[config.mk]
export PLATFORM = sky130hd
export DESIGN_NAME = mat_bias_relu
export DESIGN_NICKNAME = d
export VERILOG_FILES = /design/src/rtl/mat_bias_relu_pkg.sv /design/src/rtl/mat_bias_relu_adder.sv /design/src/rtl/mat_bias_relu.sv
export SDC_FILE = /design/constraint.sdc
export NUM_CORES = 1
export LEC_CHECK = 0
export BUFFER_PORTS_ARGS = -buffer_cell sky130_fd_sc_hd__buf_2
export CAP_MARGIN = 40
export CORE_MARGIN = 8
export CORE_UTILIZATION = 25
export DETAILED_ROUTE_END_ITERATION = 16
export GPL_TIMING_DRIVEN = 0
export PLACE_DENSITY = 0.38
export SYNTH_ARGS = -nofsm -noshare
export SYNTH_HDL_FRONTEND = slang
export SYNTH_HIERARCHICAL = 1
export SYNTH_SLANG_ARGS = --single-unit
[constraint.sdc]
create_clock -name clk -period 178.6 [get_ports clk]
set_clock_uncertainty 0.05 [all_clocks]
set_input_delay 8.93 -clock clk [delete_from_list [all_inputs] [get_ports clk]]
set_output_delay 8.93 -clock clk [all_outputs]
set_load 0.1 [all_outputs]
[src/rtl/mat_bias_relu_pkg.sv]
// Shared linalg definitions: float constants, ReLU helper and the controller state encoding.
package mat_bias_relu_pkg;

  localparam logic [31:0] FP_ZERO = 32'h0;

  localparam logic [2:0] GET_MAT  = 3'd0;
  localparam logic [2:0] GET_BIAS = 3'd1;
  localparam logic [2:0] ADD_IN   = 3'd2;
  localparam logic [2:0] ADD_OUT  = 3'd3;
  localparam logic [2:0] PUT_MAT  = 3'd4;

  // Any value with the sign bit set (including -0, -inf, negative NaN) clamps to +0.
  function automatic logic [31:0] relu_f32(input logic [31:0] z);
    return z[31] ? FP_ZERO : z;
  endfunction

endpackage

[src/rtl/mat_bias_relu_adder.sv]
// Single-precision float adder with stb/ack operand and result ports; rounds to nearest even.
module mat_bias_relu_adder
  import mat_bias_relu_pkg::*;
(
  input  logic        clk,
  input  logic        rst,
  input  logic [31:0] input_a,
  input  logic        input_a_stb,
  output logic        input_a_ack,
  input  logic [31:0] input_b,
  input  logic        input_b_stb,
  output logic        input_b_ack,
  output logic [31:0] output_z,
  output logic        output_z_stb,
  input  logic        output_z_ack
);

  localparam logic [1:0] StGetA = 2'd0;
  localparam logic [1:0] StGetB = 2'd1;
  localparam logic [1:0] StPut  = 2'd2;

  logic [1:0]  state_q, state_d;
  logic [31:0] a_q, a_d, z_q, z_d;
  logic        a_ack_q, a_ack_d, b_ack_q, b_ack_d, z_stb_q, z_stb_d;

  function automatic logic [31:0] fp_add(input logic [31:0] a, input logic [31:0] b);
    logic [31:0] x, y;
    logic [23:0] mx, my;
    logic [26:0] ext, sh, lost;
    logic [27:0] s;
    logic [24:0] m;
    logic        rnd_up;
    int          ex, ey, d, e;
    if ((a[30:23] == 8'hff && a[22:0] != 23'd0) || (b[30:23] == 8'hff && b[22:0] != 23'd0)) begin
      return 32'hffc00000;
    end
    if (a[30:23] == 8'hff) return (b[30:23] == 8'hff && a[31] != b[31]) ? 32'hffc00000 : a;
    if (b[30:23] == 8'hff) return b;
    if (a[30:0] == 31'd0 && b[30:0] == 31'd0) return {a[31] & b[31], 31'd0};
    if (a[30:0] >= b[30:0]) begin
      x = a;
      y = b;
    end else begin
      x = b;
      y = a;
    end
    mx = {x[30:23] != 8'd0, x[22:0]};
    my = {y[30:23] != 8'd0, y[22:0]};
    ex = (x[30:23] == 8'd0) ? 1 : int'({24'd0, x[30:23]});
    ey = (y[30:23] == 8'd0) ? 1 : int'({24'd0, y[30:23]});
    d  = ex - ey;
    // Three extra bits (guard, round, sticky) are enough for correct nearest-even rounding.
    ext = {my, 3'b000};
    if (d > 26) begin
      sh = {26'd0, |my};
    end else begin
      sh    = ext >> d;
      lost  = ext & ((27'd1 << d) - 27'd1);
      sh[0] = sh[0] | (|lost);
    end
    if (x[31] == y[31]) s = {1'b0, mx, 3'b000} + {1'b0, sh};
    else                s = {1'b0, mx, 3'b000} - {1'b0, sh};
    if (s == 28'd0) return FP_ZERO;
    e = ex;
    if (s[27]) begin
      s = {1'b0, s[27:2], s[1] | s[0]};
      e = e + 1;
    end
    for (int i = 0; i < 26; i++) begin
      if (!s[26] && e > 1) begin
        s = s << 1;
        e = e - 1;
      end
    end
    rnd_up = s[2] & (s[1] | s[0] | s[3]);
    m = {1'b0, s[26:3]} + {24'd0, rnd_up};
    if (m[24]) begin
      m = m >> 1;
      e = e + 1;
    end
    if (e >= 255) return {x[31], 8'hff, 23'd0};
    return {x[31], m[23] ? 8'(e) : 8'd0, m[22:0]};
  endfunction

  always_comb begin
    state_d = state_q;
    a_d     = a_q;
    z_d     = z_q;
    a_ack_d = 1'b0;
    b_ack_d = 1'b0;
    z_stb_d = z_stb_q;
    case (state_q)
      StGetA: begin
        if (input_a_stb && a_ack_q) begin
          a_d     = input_a;
          state_d = StGetB;
        end else begin
          a_ack_d = 1'b1;
        end
      end
      StGetB: begin
        if (input_b_stb && b_ack_q) begin
          z_d     = fp_add(a_q, input_b);
          z_stb_d = 1'b1;
          state_d = StPut;
        end else begin
          b_ack_d = 1'b1;
        end
      end
      StPut: begin
        if (z_stb_q && output_z_ack) begin
          z_stb_d = 1'b0;
          state_d = StGetA;
        end
      end
      default: state_d = StGetA;
    endcase
  end

  always_ff @(posedge clk) begin
    if (!rst) begin
      state_q <= StGetA;
      a_q     <= FP_ZERO;
      z_q     <= FP_ZERO;
      a_ack_q <= 1'b0;
      b_ack_q <= 1'b0;
      z_stb_q <= 1'b0;
    end else begin
      state_q <= state_d;
      a_q     <= a_d;
      z_q     <= z_d;
      a_ack_q <= a_ack_d;
      b_ack_q <= b_ack_d;
      z_stb_q <= z_stb_d;
    end
  end

  assign input_a_ack  = a_ack_q;
  assign input_b_ack  = b_ack_q;
  assign output_z     = z_q;
  assign output_z_stb = z_stb_q;

endmodule

[src/rtl/mat_bias_relu.sv]
// Adds a bias row to every row of an M x P float matrix and applies ReLU, using a batched adder pool.
module mat_bias_relu
  import mat_bias_relu_pkg::*;
#(
  parameter int unsigned M        = 1,
  parameter int unsigned P        = 1,
  parameter int unsigned N_ADDERS = 1
) (
  input  logic                       clk,
  input  logic                       rst,
  input  logic [M-1:0][P-1:0][31:0]  input_mat,
  input  logic                       input_mat_stb,
  output logic                       input_mat_ack,
  input  logic [P-1:0][31:0]         input_bias,
  input  logic                       input_bias_stb,
  output logic                       input_bias_ack,
  output logic [M-1:0][P-1:0][31:0]  output_mat,
  output logic                       output_mat_stb,
  input  logic                       output_mat_ack
);

  localparam int unsigned Elems     = M * P;
  localparam int unsigned NBatches  = (Elems + N_ADDERS - 1) / N_ADDERS;
  localparam int unsigned BW        = $clog2(NBatches) + 1;
  localparam logic [BW-1:0] LastBatch = BW'(NBatches - 1);

  logic [2:0]                state_q, state_d;
  logic [BW-1:0]             batch_q, batch_d;
  logic [Elems-1:0][31:0]    mat_q, mat_d, res_q, res_d;
  logic [P-1:0][31:0]        bias_q, bias_d;
  logic                      mat_ack_q, mat_ack_d, bias_ack_q, bias_ack_d, out_stb_q, out_stb_d;
  logic [N_ADDERS-1:0]       a_done_q, a_done_d, b_done_q, b_done_d, z_done_q, z_done_d;
  logic [N_ADDERS-1:0]       z_ack_q, z_ack_d;
  logic [N_ADDERS-1:0]       a_stb, b_stb, a_ack, b_ack, z_stb, a_xfer, b_xfer, z_xfer;
  logic [N_ADDERS-1:0][31:0] lane_a, lane_b, lane_z;
  logic [N_ADDERS-1:0]       lane_live;
  int unsigned               lane_e [N_ADDERS];

  // Padding lanes past the last element add +0 + +0 and never match a result slot.
  always_comb begin
    lane_a    = '0;
    lane_b    = '0;
    lane_live = '0;
    lane_e    = '{default: 0};
    for (int unsigned l = 0; l < N_ADDERS; l++) begin
      lane_e[l]    = 32'(batch_q) * N_ADDERS + l;
      lane_live[l] = lane_e[l] < Elems;
      for (int unsigned k = 0; k < Elems; k++) begin
        if (lane_e[l] == k) lane_a[l] = mat_q[k];
      end
      for (int unsigned c = 0; c < P; c++) begin
        if (lane_live[l] && (lane_e[l] % P) == c) lane_b[l] = bias_q[c];
      end
    end
  end

  assign a_stb  = (state_q == ADD_IN) ? ~a_done_q : '0;
  assign b_stb  = (state_q == ADD_IN) ? ~b_done_q : '0;
  assign a_xfer = a_stb & a_ack;
  assign b_xfer = b_stb & b_ack;
  assign z_xfer = z_stb & z_ack_q;

  for (genvar l = 0; l < N_ADDERS; l++) begin : g_adder
    mat_bias_relu_adder u_adder (
      .clk          (clk),
      .rst          (rst),
      .input_a      (lane_a[l]),
      .input_a_stb  (a_stb[l]),
      .input_a_ack  (a_ack[l]),
      .input_b      (lane_b[l]),
      .input_b_stb  (b_stb[l]),
      .input_b_ack  (b_ack[l]),
      .output_z     (lane_z[l]),
      .output_z_stb (z_stb[l]),
      .output_z_ack (z_ack_q[l])
    );
  end

  always_comb begin
    state_d    = state_q;
    batch_d    = batch_q;
    mat_d      = mat_q;
    bias_d     = bias_q;
    res_d      = res_q;
    a_done_d   = a_done_q;
    b_done_d   = b_done_q;
    z_done_d   = z_done_q;
    z_ack_d    = '0;
    mat_ack_d  = 1'b0;
    bias_ack_d = 1'b0;
    out_stb_d  = out_stb_q;
    case (state_q)
      GET_MAT: begin
        if (input_mat_stb && mat_ack_q) begin
          mat_d   = input_mat;
          state_d = GET_BIAS;
        end else begin
          mat_ack_d = 1'b1;
        end
      end
      GET_BIAS: begin
        if (input_bias_stb && bias_ack_q) begin
          bias_d  = input_bias;
          state_d = ADD_IN;
        end else begin
          bias_ack_d = 1'b1;
        end
      end
      ADD_IN: begin
        a_done_d = a_done_q | a_xfer;
        b_done_d = b_done_q | b_xfer;
        if (&(a_done_d & b_done_d)) begin
          a_done_d = '0;
          b_done_d = '0;
          state_d  = ADD_OUT;
        end
      end
      ADD_OUT: begin
        z_done_d = z_done_q | z_xfer;
        z_ack_d  = ~z_done_d;
        for (int unsigned l = 0; l < N_ADDERS; l++) begin
          for (int unsigned k = 0; k < Elems; k++) begin
            if (z_xfer[l] && lane_e[l] == k) res_d[k] = relu_f32(lane_z[l]);
          end
        end
        if (&z_done_d) begin
          z_done_d = '0;
          z_ack_d  = '0;
          if (batch_q == LastBatch) begin
            batch_d   = '0;
            out_stb_d = 1'b1;
            state_d   = PUT_MAT;
          end else begin
            batch_d = batch_q + 1'b1;
            state_d = ADD_IN;
          end
        end
      end
      PUT_MAT: begin
        if (out_stb_q && output_mat_ack) begin
          out_stb_d = 1'b0;
          state_d   = GET_MAT;
        end
      end
      default: state_d = GET_MAT;
    endcase
  end

  always_ff @(posedge clk) begin
    if (!rst) begin
      state_q    <= GET_MAT;
      batch_q    <= '0;
      mat_q      <= '0;
      bias_q     <= '0;
      res_q      <= '0;
      a_done_q   <= '0;
      b_done_q   <= '0;
      z_done_q   <= '0;
      z_ack_q    <= '0;
      mat_ack_q  <= 1'b0;
      bias_ack_q <= 1'b0;
      out_stb_q  <= 1'b0;
    end else begin
      state_q    <= state_d;
      batch_q    <= batch_d;
      mat_q      <= mat_d;
      bias_q     <= bias_d;
      res_q      <= res_d;
      a_done_q   <= a_done_d;
      b_done_q   <= b_done_d;
      z_done_q   <= z_done_d;
      z_ack_q    <= z_ack_d;
      mat_ack_q  <= mat_ack_d;
      bias_ack_q <= bias_ack_d;
      out_stb_q  <= out_stb_d;
    end
  end

  assign input_mat_ack  = mat_ack_q;
  assign input_bias_ack = bias_ack_q;
  assign output_mat     = res_q;
  assign output_mat_stb = out_stb_q;

endmodule

Word level (Yosys, flattened, before mapping)
Cells that the tools add are included.
Widths: inputs -> output; s select.
{"block": "totals", "reg_bits": 175, "in_bits": 69, "out_inout_bits": 35, "elab_cells": 775}
{"block": "op_classes", "add_sub_neg": 34, "magnitude_cmp": 30, "n_eq_ne": 19, "shifts": 2, "n_mux": 560, "bitwise_logic": 18, "n_reduce_logical": 95}
{"cell": "$mux 32", "count": 258}
{"cell": "$mux 27", "count": 223}
{"cell": "$gt 32x2->1 const B", "count": 26}
{"cell": "$sub 32x2->32 const B", "count": 26}
{"cell": "$mux 28", "count": 7}
{"cell": "$mux 24", "count": 8}
{"cell": "$add 32x2->32 const B", "count": 2}
{"cell": "$logic_not 31->1", "count": 2}
{"cell": "$mux 1", "count": 47}
{"cell": "$reduce_bool 23->1", "count": 2}
{"cell": "$logic_and 1x1->1", "count": 37}
{"cell": "$ge 32x9->1 const B", "count": 1}
{"cell": "$gt 32x6->1 const B", "count": 1}
{"cell": "$logic_not 32->1", "count": 1}
{"cell": "$shl 1x32->27 const A", "count": 1}
{"cell": "$shr 27x32->27", "count": 1}
{"cell": "$sub 32x32->32", "count": 1}
{"cell": "$ge 31x31->1", "count": 1}
{"cell": "$mux 31", "count": 1}
{"cell": "$add 27x27->28", "count": 1}
{"cell": "$logic_not 28->1", "count": 1}
{"cell": "$sub 27x27->28", "count": 1}
{"cell": "$and 27x27->27", "count": 1}
{"cell": "$reduce_or 27->1", "count": 1}
{"cell": "36 further kinds", "count": 107}

Depth between registers and ports, before layout
Gate-level depths: netlist of run 1.
{"block": "logic_depth", "word_depth": 351, "mapped_depth": 301, "depth_no_buf": 243}

Hierarchy
Netlist of run 1, hierarchy kept.
{"mod": "mat_bias_relu_adder", "n_inst": 1, "cells_each": 5344, "area_per_inst_um2": 36127.1, "seq_area_each_um2": 1381.3}
{"mod": "mat_bias_relu", "n_inst": 1, "cells_each": 492, "area_per_inst_um2": 4157.7, "seq_area_each_um2": 2082.0}

Least setup slack after synthesis of run 1
Ideal clock, no wire load.
{"block": "synth_timing", "kind": "register to register", "start": "register g_adder[0].u_adder.a_q[0]", "end": "register g_adder[0].u_adder.z_q[21]", "setup_time_ns": 0.085, "arrival_ns": 60.562, "required_time_ns": 178.465, "setup_slack_ns": 117.903, "stages_incl_launch_ff": 292, "n_path_buf": 63, "period_less_slack_ns": 60.697, "path_cell_list": "dfxtp_1 > inv_1 > ha_1 > nand2b_1 > a211o_1 > a311o_1 > o21a_2 > nor2_1 > buf_4 > buf_8 > buf_6 > clkbuf_1 > clkbuf_1 > nand2_1 > o211ai_1 > ha_1 > inv_1 > fa_1 > [256 not listed] > buf_4 > clkbuf_1 > buf_6 > mux2i_1 > ha_1 > inv_1 > a221oi_1 > nand4_1 > nand4bb_2 > nor2_4 > buf_6 > nand2_1 > nand4b_1 > a211o_1 > o21ai_2 > nand2_4 > buf_8 > o31ai_2"}
{"block": "synth_between", "elab_chain_len": 326, "word_cells_on_any_way": 646, "cone_classes": "add/sub (33); order compare (29); eq/ne (1); shift (2); mux (511); bitwise (6); reduce/logical (64)"}
{"item": "start, declared", "line": "mat_bias_relu_adder.sv:23", "source": "logic [31:0] a_q, a_d, z_q, z_d;"}
{"item": "start signal, assigned", "line": "mat_bias_relu_adder.sv:123", "source": "a_q <= FP_ZERO;"}
{"item": "start signal, assigned", "line": "mat_bias_relu_adder.sv:130", "source": "a_q <= a_d;"}
{"item": "$ge 31x31->1", "line": "mat_bias_relu_adder.sv:40", "source": "if (a[30:0] >= b[30:0]) begin"}
{"item": "$mux 32 (2 in series)", "line": "mat_bias_relu_adder.sv:40"}
{"item": "$mux 32", "line": "mat_bias_relu_adder.sv:39", "source": "if (a[30:0] == 31'd0 && b[30:0] == 31'd0) return {a[31] & b[31], 31'd0};"}
{"item": "$mux 32", "line": "mat_bias_relu_adder.sv:38", "source": "if (b[30:23] == 8'hff) return b;"}
{"item": "$mux 32", "line": "mat_bias_relu_adder.sv:37", "source": "if (a[30:23] == 8'hff) return (b[30:23] == 8'hff && a[31] != b[31]) ? 32'hffc00000 : a;"}
{"item": "$mux 32", "line": "mat_bias_relu_adder.sv:102", "source": "if (input_b_stb && b_ack_q) begin"}
{"item": "$mux 32", "line": "mat_bias_relu_adder.sv:92", "source": "case (state_q)"}
{"item": "$logic_not 8->1, on equally long branches", "line": "mat_bias_relu_adder.sv:49, mat_bias_relu_adder.sv:50"}
{"item": "[309 not listed]"}
{"item": "$mux 1", "line": "mat_bias_relu_adder.sv:102"}
{"item": "$mux 1", "line": "mat_bias_relu_adder.sv:92"}
{"item": "$mux 32", "line": "mat_bias_relu_adder.sv:82", "source": "return {x[31], m[23] ? 8'(e) : 8'd0, m[22:0]};"}
{"item": "$mux 32", "line": "mat_bias_relu_adder.sv:64", "source": "e = ex;"}
{"item": "$mux 32", "line": "mat_bias_relu_adder.sv:40"}
{"item": "$mux 32", "line": "mat_bias_relu_adder.sv:39"}
{"item": "$mux 32", "line": "mat_bias_relu_adder.sv:38"}
{"item": "$mux 32 (*)", "line": "mat_bias_relu_adder.sv:37"}
{"item": "end signal, assigned", "line": "mat_bias_relu_adder.sv:131", "source": "z_q <= z_d;"}
{"item": "end, declared", "line": "mat_bias_relu_adder.sv:23"}
Mark *: on every way between the ends. The rest lies on a longest branch, timed or not. The select of a mux whose other input is x is not followed.
A chain may end at the register's enable or synchronous reset.

Worst setup path in the final report of run 1
{"block": "layout_timing", "start": "register bias_q[12] (netlist bit)", "end": "register g_adder[0].u_adder.z_q[2]"}
{"block": "layout_between", "elab_chain_len": 327, "word_cells_on_any_way": 647, "cone_classes": "add/sub (33); order compare (29); eq/ne (1); shift (2); mux (512); bitwise (6); reduce/logical (64)"}
{"item": "start, declared", "line": "mat_bias_relu.sv:30", "source": "logic [P-1:0][31:0] bias_q, bias_d;"}
{"item": "start signal, assigned", "line": "mat_bias_relu.sv:167", "source": "bias_q <= bias_d;"}
{"item": "$mux 32 (*)", "line": "mat_bias_relu.sv:52", "source": "if (lane_live[l] && (lane_e[l] % P) == c) lane_b[l] = bias_q[c];"}
{"item": "$ge 31x31->1", "line": "mat_bias_relu_adder.sv:40"}
{"item": "$mux 32 (2 in series)", "line": "mat_bias_relu_adder.sv:40"}
{"item": "$mux 32", "line": "mat_bias_relu_adder.sv:39"}
{"item": "$mux 32", "line": "mat_bias_relu_adder.sv:38"}
{"item": "$mux 32", "line": "mat_bias_relu_adder.sv:37"}
{"item": "$mux 32", "line": "mat_bias_relu_adder.sv:102"}
{"item": "$mux 32", "line": "mat_bias_relu_adder.sv:92"}
{"item": "[310 not listed]"}
{"item": "$mux 1", "line": "mat_bias_relu_adder.sv:102"}
{"item": "$mux 1", "line": "mat_bias_relu_adder.sv:92"}
{"item": "$mux 32", "line": "mat_bias_relu_adder.sv:82"}
{"item": "$mux 32", "line": "mat_bias_relu_adder.sv:64"}
{"item": "$mux 32", "line": "mat_bias_relu_adder.sv:40"}
{"item": "$mux 32", "line": "mat_bias_relu_adder.sv:39"}
{"item": "$mux 32", "line": "mat_bias_relu_adder.sv:38"}
{"item": "$mux 32 (*)", "line": "mat_bias_relu_adder.sv:37"}
Marked as above.

==> results.md, run 1 <==
* Worst rel slew slack at 0.389
* Total number of vias at 45300
* Final-report hold violation count at 0
* Final min period at 81.80 ns
* Met3 wire len at 7230 µm
* Area contributors post-synth: mux2i_1 9.7%, dfxtp_1 8.6%, a21oi_1 6.5%
* Vias in the first global route at 43400
* Post-synth top area cell: mux2i_1
* Final Util at 0.276
* CP peak stage delay at 0.75 ns
* CP endpoint kind: flop
* Mean Syn Cell Area at 6.90 µm²
* CTS buffer count at 17
* Largest family of logic cells by synthesized area: compound AO/OA/AOI/OAI gates
* Register area share after synthesis at 0.0860
* Most frequent cells after synthesis: 662 x nand2_1, 609 x nor2_1, 523 x a21oi_1
* Worst slew pin tran at 0.906 ns
* Root Driver: clkbuf_16
* Slew Viols, Final at 0
* Core box area at 160000 µm²
* DRT met1 WL at 84700 µm
* Status: complete, no violations
* WS Path Type: flop to flop
* Fin Setup TNS at 0 ns
* Slowest cell on the critical path: o21ai_1
* Max_cap viols at 0
* H-tree depth at 4
* Worst skew pair latency at 0.46 ns
* Num rows at 147
* Synth async-reset ratio at 0
* Top FF cell, synth: dfxtp_1
* Total Wirelength at 171000 µm
* CTS tree: yes
* Post-synth top area share at 0.0974
* Post-CTS setup repair buffer count at 0
* Setup violations, final at 0
* Violation count after the first detailed-route iteration at 3480
* Top-count cell post-synth: nand2_1
* Nets at 6205
* Post-synth cell types at 174
* Mapped Nets at 6054
* Post-DP HPWL at 142000 µm
* FF+latch count, synth at 173
* Hold_ws at 0.412 ns
* Worst-path fanout max at 10
* ANT nets after route at 0
* Final Cycle Share at 0.458
* # hold bufs at CTS at 0
* Longest Clk Path Bufs at 2
* Xor and xnor area share after synthesis at 0.0417
* All-Layer GR Usage at 0.186
* Fmax at 12.2 MHz
* Simple-gate share of the synthesized area at 0.290
* Drt wl/cell at 21.0 µm
* Synth Area in Compound Gates at 0.341
* First-pass GRT wire length at 265000 µm
* Grt total ovfl at 0
* RSZ-0062 raised after global routing: no
* Die extent in y at 417 µm
* Post-synthesis mux area share at 0.129
* Mapped Cells at 5836
* Largest net degree at the start of global routing at 18
* Ratio of cells with drive above 1 in the final layout at 0.114
* Area post-placement at 43700 µm²
* Synthesized area at 40300 µm²
* Worst EP arrival at 82.12 ns
* Type of the tightest min-delay check: flop to flop
* Clock Pin Slew Worst Setup and Hold Paths at 0.07 ns
* Post-synth EDFFs at 0
* Cell mode on critical path: nor2_1
* Die area at 174000 µm²
* Highest routed layer: met4
* PortBufs at 102
* Clock Sinks at 173
* I/O pins at 104
* Initial antenna violation count at 4
* Adder-Cell Fraction of Synth Area at 0.0467
* DRC at 0
* Drt pass-1 iters at 5
* P&R area growth vs syn at 9.97%
* Routability cong. at 0.940
* Routed wl met2 at 76700 µm
* Die width at 417 µm
* Cell area after layout at 44300 µm²
* Startpoint Class: flop
* Yosys warns at 6
* Worst Path Required at 178.92 ns
* Via/cell ratio at 5.55
* Resized Gates After CTS at 0
* Starting Density at 0.251
## sequential cells by signal, summed over array words and instances, names as in the netlist, 2 cells and up
register / flops
output_mat: 31
g_adder.u_adder/output_z: 32
bias_q: 32
mat_q: 32
g_adder.u_adder/state_q: 2
g_adder.u_adder/a_q: 32
state_q: 3
## final cells by class
cell class / count / area [µm²]
inverter: 181 / 679
antenna: 1 / 2.50
sequential: 173 / 3460
clock buffer: 18 / 429
buffer: 367 / 1980
tap: 2160 / 2700
multi-input combinational: 5115 / 34200
timing repair buffer: 132 / 682
clock inverter: 14 / 201
fill: 18200 / 116000
## final timing paths
| kind | slack, ns | depth (start not counted) | endpoint | startpoint |
|---|---|---|---|---|
| min | 0.41 | 2 | g_adder[0].u_adder/a_q[7] | mat_q[7] |
| min reg2reg | 0.41 | 2 | g_adder[0].u_adder/a_q[7] | mat_q[7] |
| max reg2reg | 96.80 | 292 | g_adder[0].u_adder/output_z[2] | bias_q[12] |
| max | 96.80 | 292 | g_adder[0].u_adder/output_z[2] | bias_q[12] |
## cell usage in the layout, fill, tap and decap left out, drive strengths merged, types with 56 or more instances in the layout
cell    instances
nand2         667
nor2          615
a21oi         533
o21ai         459
mux2i         394
buf           303
nand3         230
clkbuf        208
inv           187
dfxtp         173
nor3          151
ha            147
xnor2         139
mux2           90
a31oi          85
and2           77
nand4          77
a211oi         74
nor4           73
and3           70
o211ai         68
a21boi         61
o21a           56
## metal layers
layer	up-vias	track usage
met2	1071	0.304
met3	138	0.0173
met5	-	0
met4	0	0.0319
li1	22300	-
met1	21700	0.268
## worst max-delay path: cells and delay by family, from the launching register on
| kind | cells | cell delay [ns] |
|---|---|---|
| compound gates | 79 | 25.80 |
| xor+xnor | 4 | 1.44 |
| fa+ha+maj | 33 | 9.46 |
| buf+inv | 73 | 21.86 |
| flops | 1 | 0.69 |
| mux | 5 | 1.59 |
| simple gates | 98 | 20.56 |
## through the flow
stage	worst slack (ns)	instances
finish	96.80	8161
detailed placement	97.56	8125
floorplan	117.90	5836
global placement	96.45	8098
global route	89.96	8161
CTS	97.08	8157
## logic make-up (layout without fill, tap and decap cells)
family / Yosys count / count (layout)
and+or+nand+nor: 2321 / 2321
AOI/OAI and AO/OA: 1964 / 1964
buffers and inverters: 548 / 712
muxes: 494 / 494
xor gates and xnor gates: 186 / 186
DFF: 173 / 173
adders and majority gates: 149 / 149
other: 1 / 2
Power of run 1 is not shown: default switching activity piles up to over one toggle a cycle in this logic, so the estimate is an artifact.
==> run 2: changes to the inputs <==
==> constraint.sdc (replaced) <==
create_clock -name clk -period 83.2 [get_ports clk]
set_clock_uncertainty 0.05 [all_clocks]
set_input_delay 4.16 -clock clk [delete_from_list [all_inputs] [get_ports clk]]
set_output_delay 4.16 -clock clk [all_outputs]
set_load 0.1 [all_outputs]
==> run 2 against run 1 <==
Critical path depth unchanged; die area unchanged; count of clock-buffer cells in the layout unchanged; core utilization up 0.069 points; final area up 0.25%; via count about the same; sequential cell count unchanged; worst hold slack about the same; global-route usage unchanged; first-iteration DRC count down 1.5%; critical endpoint unchanged; highest routed layer unchanged.
==> results.md, run 2 (synthesis gave the netlist of run 1 again) <==
* H-tree depth at 4
* Startpoint Class: flop
* Fin Setup TNS at 0 ns
* Worst Path Required at 83.51 ns
* I/O pins at 104
* Worst rel slew slack at 0.379
* Nets at 6207
* Worst slew pin tran at 0.919 ns
* Clock Pin Slew Worst Setup and Hold Paths at 0.07 ns
* Die area at 174000 µm²
* Drt wl/cell at 21.0 µm
* ANT nets after route at 0
* Core box area at 160000 µm²
* Die width at 417 µm
* Vias in the first global route at 43400
* Initial antenna violation count at 4
* Worst-path fanout max at 19
* WS Path Type: flop to flop
* CP endpoint kind: flop
* First-pass GRT wire length at 265000 µm
* Die extent in y at 417 µm
* Area post-placement at 43700 µm²
* Largest net degree at the start of global routing at 18
* # hold bufs at CTS at 0
* Routability cong. at 0.940
* Fmax at 13.0 MHz
* Via/cell ratio at 5.55
* CP peak stage delay at 0.69 ns
* Drt pass-1 iters at 6
* Type of the tightest min-delay check: flop to flop
* Post-DP HPWL at 142000 µm
* Final-report hold violation count at 0
* Clock Sinks at 173
* Fillcell total at 18200
* CTS buffer count at 17
* P&R area growth vs syn at 10.2%
* Root Driver: clkbuf_16
* Longest Clk Path Bufs at 2
* Cell mode on critical path: nor2_1
* Total number of vias at 45300
* CTS tree: yes
* Violation count after the first detailed-route iteration at 3427
* Commonest non-fill, non-tap cell in the layout: nand2_1
* RSZ-0062 raised after global routing: no
* Worst skew pair latency at 0.45 ns
* Ratio of cells with drive above 1 in the final layout at 0.118
* Starting Density at 0.251
* Cell area after layout at 44400 µm²
* Final min period at 76.64 ns
* Slowest cell on the critical path: dfxtp_1
* Status: complete, no violations
* Slew Viols, Final at 0
* PortBufs at 102
* All-Layer GR Usage at 0.186
* Final Cycle Share at 0.921
* Most frequent cells in the layout: 662 x nand2_1, 608 x nor2_1, 520 x a21oi_1
* Multi-input gate area at 34200 µm²
* Grt total ovfl at 0
* Worst EP arrival at 76.96 ns
* Register area at 3460 µm²
* Max_cap viols at 0
* Num rows at 147
* DRC at 0
* Setup violations, final at 0
* Total Wirelength at 171000 µm
==> run 2: path summary, 6_finish.rpt <==
path	slack [ns]	from	cells after the start	end
min	0.41	mat_q[7]	2	g_adder[0].u_adder/a_q[7]
max	6.56	bias_q[12]	292	g_adder[0].u_adder/output_z[2]
min reg2reg	0.41	mat_q[7]	2	g_adder[0].u_adder/a_q[7]
max reg2reg	6.56	bias_q[12]	292	g_adder[0].u_adder/output_z[2]
==> run 2: timing repair <==
item                       4_1_cts  5_1_grt
gates resized for setup          0       32
setup endpoints to repair        0       31
setup buffers                    0        4
==> run 2: per-layer routing <==
layer / routed length, µm / GRT usage / share of wire
met5: 0 / 0 / 0
met4: 2860 / 0.0319 / 0.017
met3: 7170 / 0.0173 / 0.042
met2: 76800 / 0.304 / 0.45
met1: 84600 / 0.268 / 0.49
==> run 2: layout make-up <==
cell class                 instances  area share
inverter                         181      0.0153
buffer                           365      0.0446
antenna                            1   0.0000563
tap                             2160      0.0609
clock inverter                    14     0.00454
timing repair buffer             136      0.0160
sequential                       173      0.0780
multi-input combinational       5115       0.771
clock buffer                      18     0.00966
==> run 2: worst max-delay path, delay by kind of cell, from the launching register on <==
kind | cells | cell delay [ns]
fa+ha+maj | 33 | 9.51
compound gates | 79 | 23.51
mux | 4 | 1.40
buf+inv | 74 | 19.76
simple gates | 96 | 19.72
flops | 1 | 0.69
xor+xnor | 6 | 1.66
==> run 2: metrics by stage <==
| step | setup slack (ns) | instances | util | hold slack [ns] |
|---|---|---|---|---|
| floorplan | 22.50 | 5836 | - | 0.375 |
| global placement | 1.05 | 8098 | 0.271 | 0.399 |
| detailed placement | 2.16 | 8125 | 0.272 | 0.404 |
| CTS | 1.68 | 8157 | 0.276 | 0.414 |
| global route | 0.122 | 8163 | 0.277 | 0.438 |
| finish | 6.56 | 8163 | 0.277 | 0.412 |
Power of run 2 is left out for the same reason.
